[src/rtl/wheel_evnt_pkg.sv]
// rtl/wheel_evnt_pkg.sv - register map, bit positions and period-state enum for wheel_evnt_capture
package wheel_evnt_pkg;

  localparam logic [4:0] OFS_CTRL   = 5'h00;
  localparam logic [4:0] OFS_CNT0   = 5'h04;
  localparam logic [4:0] OFS_CNT1   = 5'h08;
  localparam logic [4:0] OFS_PER0   = 5'h0C;
  localparam logic [4:0] OFS_PER1   = 5'h10;
  localparam logic [4:0] OFS_STATUS = 5'h14;

  localparam int CTRL_EN_LSB      = 0;
  localparam int CTRL_IE_LSB      = 2;
  localparam int CTRL_CLR_BIT     = 4;
  localparam int STATUS_NEW_LSB   = 0;
  localparam int STATUS_STALL_LSB = 2;

  typedef enum logic [1:0] {
    IDLE  = 2'd0,
    ARMED = 2'd1,
    RUN   = 2'd2
  } per_state_e;

endpackage

[src/rtl/wheel_evnt_chan.sv]
// rtl/wheel_evnt_chan.sv - one wheel: sync, debounce, rising-edge detect, pulse counter, period timer
module wheel_evnt_chan
  import wheel_evnt_pkg::*;
#(
  parameter int DEB_CYCLES = 64,
  parameter int CNT_W      = 16,
  parameter int PER_W      = 24
) (
  input  logic             clk_sys_i,
  input  logic             rst_sys_ni,
  input  logic             evnt_i,
  input  logic             en_i,
  input  logic             clr_i,
  output logic [CNT_W-1:0] cnt_o,
  output logic [PER_W-1:0] per_o,
  output logic             stall_o,
  output logic             cap_o
);

  localparam int DEB_W = (DEB_CYCLES > 1) ? $clog2(DEB_CYCLES) : 1;
  localparam logic [DEB_W-1:0] DEB_LAST = DEB_W'(DEB_CYCLES - 1);
  localparam logic [PER_W-1:0] PER_MAX  = '1;

  logic [1:0]       sync_q;
  logic [DEB_W-1:0] deb_q, deb_d;
  logic             filt_q, filt_d, filt_prev_q, edge_q;
  logic [CNT_W-1:0] cnt_q, cnt_d;
  logic [PER_W-1:0] timer_q, timer_d, per_q, per_d;
  logic             stall_q, stall_d;
  per_state_e       state_q, state_d;
  logic             timing, edge_act, capture;

  // A sample equal to the filtered level restarts the disagreement run.
  always_comb begin
    deb_d  = '0;
    filt_d = filt_q;
    if (sync_q[1] != filt_q) begin
      if (deb_q == DEB_LAST) begin
        filt_d = sync_q[1];
      end else begin
        deb_d = deb_q + DEB_W'(1);
      end
    end
  end

  always_ff @(posedge clk_sys_i or negedge rst_sys_ni) begin
    if (!rst_sys_ni) begin
      sync_q      <= '0;
      deb_q       <= '0;
      filt_q      <= 1'b0;
      filt_prev_q <= 1'b0;
      edge_q      <= 1'b0;
    end else begin
      sync_q      <= {sync_q[0], evnt_i};
      deb_q       <= deb_d;
      filt_q      <= filt_d;
      filt_prev_q <= filt_q;
      edge_q      <= filt_q & ~filt_prev_q;
    end
  end

  always_ff @(posedge clk_sys_i or negedge rst_sys_ni) begin
    if (!rst_sys_ni) state_q <= IDLE;
    else             state_q <= state_d;
  end

  always_comb begin
    state_d = state_q;
    if (clr_i || !en_i) begin
      state_d = IDLE;
    end else if (edge_q) begin
      state_d = (state_q == IDLE) ? ARMED : RUN;
    end
  end

  always_comb begin
    timing   = (state_q != IDLE);
    edge_act = edge_q & en_i & ~clr_i;
    capture  = edge_act & timing;
  end

  // Edge has priority over saturation; a saturated timer captures as all-ones.
  always_comb begin
    cnt_d   = cnt_q;
    timer_d = timer_q;
    per_d   = per_q;
    stall_d = stall_q;
    if (clr_i) begin
      cnt_d   = '0;
      timer_d = '0;
      per_d   = '0;
      stall_d = 1'b0;
    end else if (!en_i) begin
      timer_d = '0;
    end else if (edge_act) begin
      cnt_d   = cnt_q + CNT_W'(1);
      timer_d = '0;
      stall_d = 1'b0;
      if (capture) per_d = (timer_q == PER_MAX) ? PER_MAX : timer_q + PER_W'(1);
    end else if (timing && timer_q != PER_MAX) begin
      timer_d = timer_q + PER_W'(1);
      if (timer_d == PER_MAX) begin
        stall_d = 1'b1;
        per_d   = PER_MAX;
      end
    end
  end

  always_ff @(posedge clk_sys_i or negedge rst_sys_ni) begin
    if (!rst_sys_ni) begin
      cnt_q   <= '0;
      timer_q <= '0;
      per_q   <= '0;
      stall_q <= 1'b0;
    end else begin
      cnt_q   <= cnt_d;
      timer_q <= timer_d;
      per_q   <= per_d;
      stall_q <= stall_d;
    end
  end

  assign cnt_o   = cnt_q;
  assign per_o   = per_q;
  assign stall_o = stall_q;
  assign cap_o   = capture;

endmodule

[src/rtl/wheel_evnt_capture.sv]
// rtl/wheel_evnt_capture.sv - two-wheel encoder odometry with register port and capture interrupt
module wheel_evnt_capture
  import wheel_evnt_pkg::*;
#(
  parameter int DEB_CYCLES = 64,
  parameter int CNT_W      = 16,
  parameter int PER_W      = 24
) (
  input  logic        clk_sys,
  input  logic        rst_sys_n,
  input  logic [1:0]  Evnt,
  input  logic        req,
  input  logic        we,
  input  logic [4:0]  addr,
  input  logic [31:0] wdata,
  output logic [31:0] rdata,
  output logic        rvalid,
  output logic        irq
);

  logic [1:0]            en_q, ie_q, new_q, new_d, stall, cap;
  logic                  clr_q, irq_q, rvalid_q;
  logic [31:0]           rdata_q, rdata_d;
  logic [1:0][CNT_W-1:0] cnt;
  logic [1:0][PER_W-1:0] per;
  logic [4:0]            ofs;
  logic                  wr_ctrl, wr_status;
  logic                  unused_bits;

  assign ofs         = {addr[4:2], 2'b00};
  assign wr_ctrl     = req & we & (ofs == OFS_CTRL);
  assign wr_status   = req & we & (ofs == OFS_STATUS);
  assign unused_bits = ^{wdata[31:5], addr[1:0]};

  for (genvar g = 0; g < 2; g++) begin : g_chan
    wheel_evnt_chan #(
      .DEB_CYCLES(DEB_CYCLES),
      .CNT_W     (CNT_W),
      .PER_W     (PER_W)
    ) u_chan (
      .clk_sys_i (clk_sys),
      .rst_sys_ni(rst_sys_n),
      .evnt_i    (Evnt[g]),
      .en_i      (en_q[g]),
      .clr_i     (clr_q),
      .cnt_o     (cnt[g]),
      .per_o     (per[g]),
      .stall_o   (stall[g]),
      .cap_o     (cap[g])
    );
  end

  // A capture in the same cycle as a W1C keeps NEW set.
  always_comb begin
    new_d = (new_q & ~(wr_status ? wdata[STATUS_NEW_LSB +: 2] : 2'b00)) | cap;
    if (clr_q) new_d = 2'b00;
  end

  always_comb begin
    rdata_d = '0;
    if (req && !we) begin
      case (ofs)
        OFS_CTRL:   rdata_d = {28'd0, ie_q, en_q};
        OFS_CNT0:   rdata_d = 32'(cnt[0]);
        OFS_CNT1:   rdata_d = 32'(cnt[1]);
        OFS_PER0:   rdata_d = 32'(per[0]);
        OFS_PER1:   rdata_d = 32'(per[1]);
        OFS_STATUS: rdata_d = {28'd0, stall, new_q};
        default:    rdata_d = '0;
      endcase
    end
  end

  always_ff @(posedge clk_sys or negedge rst_sys_n) begin
    if (!rst_sys_n) begin
      en_q     <= '0;
      ie_q     <= '0;
      clr_q    <= 1'b0;
      new_q    <= '0;
      irq_q    <= 1'b0;
      rdata_q  <= '0;
      rvalid_q <= 1'b0;
    end else begin
      if (wr_ctrl) begin
        en_q <= wdata[CTRL_EN_LSB +: 2];
        ie_q <= wdata[CTRL_IE_LSB +: 2];
      end
      clr_q    <= wr_ctrl & wdata[CTRL_CLR_BIT];
      new_q    <= new_d;
      irq_q    <= |(new_q & ie_q);
      rdata_q  <= rdata_d;
      rvalid_q <= req;
    end
  end

  assign rdata  = rdata_q;
  assign rvalid = rvalid_q;
  assign irq    = irq_q;

endmodule
[config.mk]
export PLATFORM = sky130hd
export DESIGN_NAME = wheel_evnt_capture
export DESIGN_NICKNAME = d
export VERILOG_FILES = /design/src/rtl/wheel_evnt_pkg.sv /design/src/rtl/wheel_evnt_chan.sv /design/src/rtl/wheel_evnt_capture.sv
export SDC_FILE = /design/constraint.sdc
export NUM_CORES = 1
export LEC_CHECK = 0
export ABC_AREA = 1
export BUFFER_PORTS_ARGS = -buffer_cell sky130_fd_sc_hd__buf_2
export CAP_MARGIN = 10
export CORE_MARGIN = 1.5
export CORE_UTILIZATION = 65
export DETAILED_ROUTE_END_ITERATION = 8
export PLACE_DENSITY = 0.88
export SLEW_MARGIN = 20
export SYNTH_ARGS = -nofsm -noshare
export SYNTH_HDL_FRONTEND = slang
export SYNTH_SLANG_ARGS = --single-unit
[constraint.sdc]
create_clock -name clk_sys -period 4.51 [get_ports clk_sys]
set_input_delay 0.2255 -clock clk_sys [delete_from_list [all_inputs] [get_ports clk_sys]]
set_output_delay 0.2255 -clock clk_sys [all_outputs]
set_load 0.02 [all_outputs]
==> tab_implementation.tex <==
\begin{tabular}{lr}
\hline
Metric & Value \\
\hline
\multicolumn{2}{l}{\textbf{Outcome}} \\
\quad Result of the run & finished clean \\
\multicolumn{2}{l}{\textbf{Timing}} \\
\quad Slew Limit Fails & 0 \\
\quad WHS & approximately 54 ps \\
\quad Post-Route Setup TNS & 0 ps \\
\quad Fin Clk Skew & around 7.5 ps \\
\quad Final Critical Period & around 2800 ps \\
\quad Maximum clock frequency & between 300 and 400 MHz \\
\quad Worst-case headroom to the max-slew limit & 0.4036 \\
\quad Hold violation count in the final report & 0 \\
\quad Number of failing setup endpoints in the final timing report & 0 \\
\quad Final cycle utilization of the critical path & 0.6122 \\
\quad Transition time of the tightest slew-check pin & approximately 890 ps \\
\quad Setup repair after global routing missed its margin & no \\
\quad Setup slack of the critical path after layout & 1749 ps \\
\multicolumn{2}{l}{\textbf{Cells and area}} \\
\quad Number of inserted filler cells in the final layout & 1179 \\
\quad Share of final-layout standard cells stronger than drive strength 1 & 0.08590 \\
\quad Register area & 4731 µm² \\
\quad Non-filler cells in the finished layout & 1550 \\
\quad Diode insertion count for antenna repair & 0 \\
\quad Area of combinational cells with multiple inputs & 4422 µm² \\
\quad Area growth syn-to-layout & 8.179\% \\
\quad Final-stage net count & 1400 \\
\multicolumn{2}{l}{\textbf{Die}} \\
\quad Die W & about 130 µm \\
\quad Floorplan Core Area & 15150 µm² \\
\quad I/O pin count & slightly below 80 \\
\quad Standard-cell rows & 45 \\
\quad Area of the die & $\sim$16000 µm² \\
\quad Die Ht & between 100 and 150 µm \\
\quad Effective utilization at floorplan & 0.6626 \\
\multicolumn{2}{l}{\textbf{Clocking}} \\
\quad Number of clock sinks seen by CTS & about 190 \\
\quad Clock transition at the registers of the reported paths & roughly 70 ps \\
\quad Clock latency of the later-clocked register in the worst-skew pair & 440 ps \\
\quad Number of buffers created by CTS & 17 \\
\quad Clock tree root buffer cell & sky130\_fd\_sc\_hd\_\_clkbuf\_16 \\
\quad Postcts setup bufs & 0 \\
\quad Post-CTS Hold Fix Bufs & 4 \\
\quad Number of gates given a new drive strength after cts & 0 \\
\quad Clock tree from TritonCTS & done \\
\quad H-tree levels & 4 \\
\quad Maximum clock path buffer count & 2 \\
\multicolumn{2}{l}{\textbf{Pwr}} \\
\quad Power per unit of standard cell area & roughly 330 nW/µm² \\
\quad IR drop worst, VDD & $\sim$0.33 mV \\
\quad Total power consumption of the routed design & 3584 µW \\
\quad Leakage power & around 0.0050 µW \\
\multicolumn{2}{l}{\textbf{Drt}} \\
\quad Vias per std cell & 5.865 \\
\quad Via count & $\sim$9100 \\
\quad DRC violation count after routing & 0 \\
\quad Initial drt markers & 788 \\
\quad Average wire per standard cell & 15.20 µm \\
\quad Total wirelength of the detailed-routed design & $\sim$24 mm \\
\quad Count of nets left with antenna violations after detail routing & 0 \\
\quad Total iterations of the first detailed-routing run & 5 \\
\multicolumn{2}{l}{\textbf{Placement}} \\
\quad Inst Count DP & 1514 \\
\quad Detail Placement HPWL & 16.73 mm \\
\quad Setup slack after placement & 1733 ps \\
\quad Count of buffers from port buffering & 39 \\
\quad Final RePlAce weighted congestion & 0.9056 \\
\multicolumn{2}{l}{\textbf{Logic synthesis}} \\
\quad Average instance area after synthesis & 7.557 µm² \\
\quad Cell variety after synth & 45 \\
\quad Leading register cell type out of synthesis & sky130\_fd\_sc\_hd\_\_dfrtp\_1 \\
\quad Post-synthesis sequential area ratio & 0.4713 \\
\quad Number of synthesized flops with an enable pin & 0 \\
\quad Async S/R FF share, synth & 1.000 \\
\quad Number of standard cells after synthesis & 1328 \\
\quad Syn Std Cell Area & 10040 µm² \\
\quad \#FFs+latches synth & 189 \\
\quad Warnings from Yosys & 0 \\
\multicolumn{2}{l}{\textbf{Critical path}} \\
\quad Reg-to-Reg End & g\_chan[0].u\_chan.per\_o[11]\$\_DFFE\_PN0P\_ \\
\quad Length in cells of the worst reg-to-reg path & 16 \\
\quad Worst path required time & 4830 ps \\
\quad Critical Path End Type & flip-flop \\
\quad Worst Path Max Fanout & 26 \\
\quad WS Path Type & flip-flop to flip-flop \\
\quad Startpoint type of the worst setup path & flip-flop \\
\quad Register-to-Register Setup Slack & 1750 ps \\
\quad Reg-to-Reg Start & g\_chan[0].u\_chan.timer\_q[1]\$\_DFFE\_PN0P\_ \\
\quad Arrival time reported for the critical path endpoint & 3090 ps \\
\multicolumn{2}{l}{\textbf{Global route}} \\
\quad Overflow left after global routing & 0 \\
\quad Largest net degree at the start of global routing & 99 \\
\quad Initial antenna violation count & 0 \\
\quad Number of global-route vias before repair & 8486 \\
\quad Global-route wire length before repair & about 40 mm \\
\quad Aggregate global-route resource usage & 0.3109 \\
\multicolumn{2}{l}{\textbf{Worst hold path}} \\
\quad Worst min path class & input port to flip-flop \\
\quad Hold Path End & ie\_q[0]\$\_DFFE\_PN0P\_ \\
\quad Cell count of the worst hold path & 2 \\
\quad Hold\_sp & wdata[2] \\
\multicolumn{2}{l}{\textbf{Run}} \\
\quad Max-capacitance violation count & 0 \\
\hline
\end{tabular}
## critical path: stages (launching register included)
cell                      delay (ps)
sky130_fd_sc_hd__dfrtp_1         420
sky130_fd_sc_hd__ha_1            190
sky130_fd_sc_hd__nand2_1         100
sky130_fd_sc_hd__nor2_4          200
sky130_fd_sc_hd__nand2_1         150
sky130_fd_sc_hd__nor2_2          180
sky130_fd_sc_hd__nand2_1          70
sky130_fd_sc_hd__nand2_1          60
sky130_fd_sc_hd__nand2_1          80
sky130_fd_sc_hd__nor2_1          150
sky130_fd_sc_hd__nand2_1          70
sky130_fd_sc_hd__nor2_1           80
sky130_fd_sc_hd__nand2_1          90
sky130_fd_sc_hd__nand2_4         240
sky130_fd_sc_hd__nand3_4         300
sky130_fd_sc_hd__nand2_1         180
sky130_fd_sc_hd__nand2_1          60
## per-stage QoR
step	util	instance area, µm²
after floorplan	-	10060
final	0.7168	10860
after detailed placement	0.6778	10270
after CTS	0.7167	10860
after global routing	0.7168	10860
after global placement	0.6778	10270
## state kept, by name (all words and copies together) (netlist names)
register and count:
g_chan.u_chan.per_o 48, g_chan.u_chan.timer_q 48, g_chan.u_chan.cnt_o 32, rdata 24, g_chan.u_chan.deb_q 12, g_chan.u_chan.state_q 4, g_chan.u_chan.sync_q 4, en_q 2
g_chan.u_chan.edge_q 2, g_chan.u_chan.filt_prev_q 2, g_chan.u_chan.filt_q 2, g_chan.u_chan.stall_o 2, ie_q 2, new_q 2, clr_q 1, irq 1
rvalid 1
## routing by layer
metal  vias up  track usage  wire [µm]
li1       4364            -          -
met1      4265       0.4055       9792
met2       382       0.5179      11410
met3        79      0.05653       1480
met4         0       0.1263        869
met5         -            0          0
## report_power, final
group / internal (µW) / switching (µW) / total (µW)
Combinational: 79.4 / 209 / 288
Sequential: 1800 / 72.5 / 1870
Clock: 762 / 661 / 1420
## layout by cell type (no fill, tap or decap), types with 17 or more instances in the layout
master | netlist | final
sky130_fd_sc_hd__buf_2 | 5 | 38
sky130_fd_sc_hd__a21oi_1 | 59 | 59
sky130_fd_sc_hd__o22ai_1 | 40 | 40
sky130_fd_sc_hd__nand3_1 | 74 | 74
sky130_fd_sc_hd__nand2_1 | 392 | 392
sky130_fd_sc_hd__o21ai_0 | 59 | 59
sky130_fd_sc_hd__clkbuf_16 | 0 | 17
sky130_fd_sc_hd__nor2_1 | 131 | 131
sky130_fd_sc_hd__dfrtp_1 | 189 | 188
sky130_fd_sc_hd__nand4_1 | 62 | 62
sky130_fd_sc_hd__inv_1 | 161 | 161
## cells in the mapped netlist (5+ instances only)
cell type                    n  area, µm²
sky130_fd_sc_hd__nand2_1   392       1471
sky130_fd_sc_hd__dfrtp_1   189       4730
sky130_fd_sc_hd__inv_1     161      604.3
sky130_fd_sc_hd__nor2_1    131      491.7
sky130_fd_sc_hd__nand3_1    74      370.4
sky130_fd_sc_hd__nand4_1    62      387.9
sky130_fd_sc_hd__a21oi_1    59      295.3
sky130_fd_sc_hd__o21ai_0    59      295.3
sky130_fd_sc_hd__o22ai_1    40      250.2
sky130_fd_sc_hd__clkbuf_1   33      123.9
sky130_fd_sc_hd__a221oi_1   14      122.6
sky130_fd_sc_hd__nor2_2     14      87.58
sky130_fd_sc_hd__buf_4      12      90.09
sky130_fd_sc_hd__nor3_1      9      45.04
sky130_fd_sc_hd__ha_1        8      100.1
sky130_fd_sc_hd__xor2_1      6      52.55
sky130_fd_sc_hd__buf_2       5      25.02
sky130_fd_sc_hd__nand2_2     5      31.28
sky130_fd_sc_hd__nor2_4      5      56.30
## kinds of logic after synthesis
logic type,count (synthesis),synth area share
simple gates,707,0.3074
mux,2,0.002244
fa+ha+maj,8,0.009974
buf+inv,221,0.09076
other cells,1,0.0003737
xor+xnor,9,0.007855
flops,189,0.4713
compound gates,191,0.1101
## layout make-up
type | instances | share of cell area
repair buffers | 50 | 0.02731
clock buffers | 19 | 0.03988
inverters | 166 | 0.05739
multi-input cells | 925 | 0.4073
clock inverters | 13 | 0.01072
well taps | 188 | 0.02167
flip-flops and latches | 189 | 0.4357
## how the worst max path moves through the flow
stage	start	endpoint	slack, ps
3_5_place_dp	clr_q$_DFF_PN0_	g_chan[0].u_chan.per_o[10]$_DFFE_PN0P_	1730
2_1_floorplan	g_chan[1].u_chan.timer_q[1]$_DFFE_PN0P_	g_chan[1].u_chan.per_o[4]$_DFFE_PN0P_	2450
5_1_grt	g_chan[0].u_chan.timer_q[1]$_DFFE_PN0P_	g_chan[0].u_chan.per_o[11]$_DFFE_PN0P_	1470
4_1_cts	clr_q$_DFF_PN0_	g_chan[0].u_chan.per_o[11]$_DFFE_PN0P_	1700
3_3_place_gp	clr_q$_DFF_PN0_	g_chan[0].u_chan.per_o[20]$_DFFE_PN0P_	1820
6_report	g_chan[0].u_chan.timer_q[1]$_DFFE_PN0P_	g_chan[0].u_chan.per_o[11]$_DFFE_PN0P_	1750
No activity file was read; power rests on OpenSTA's default activity.
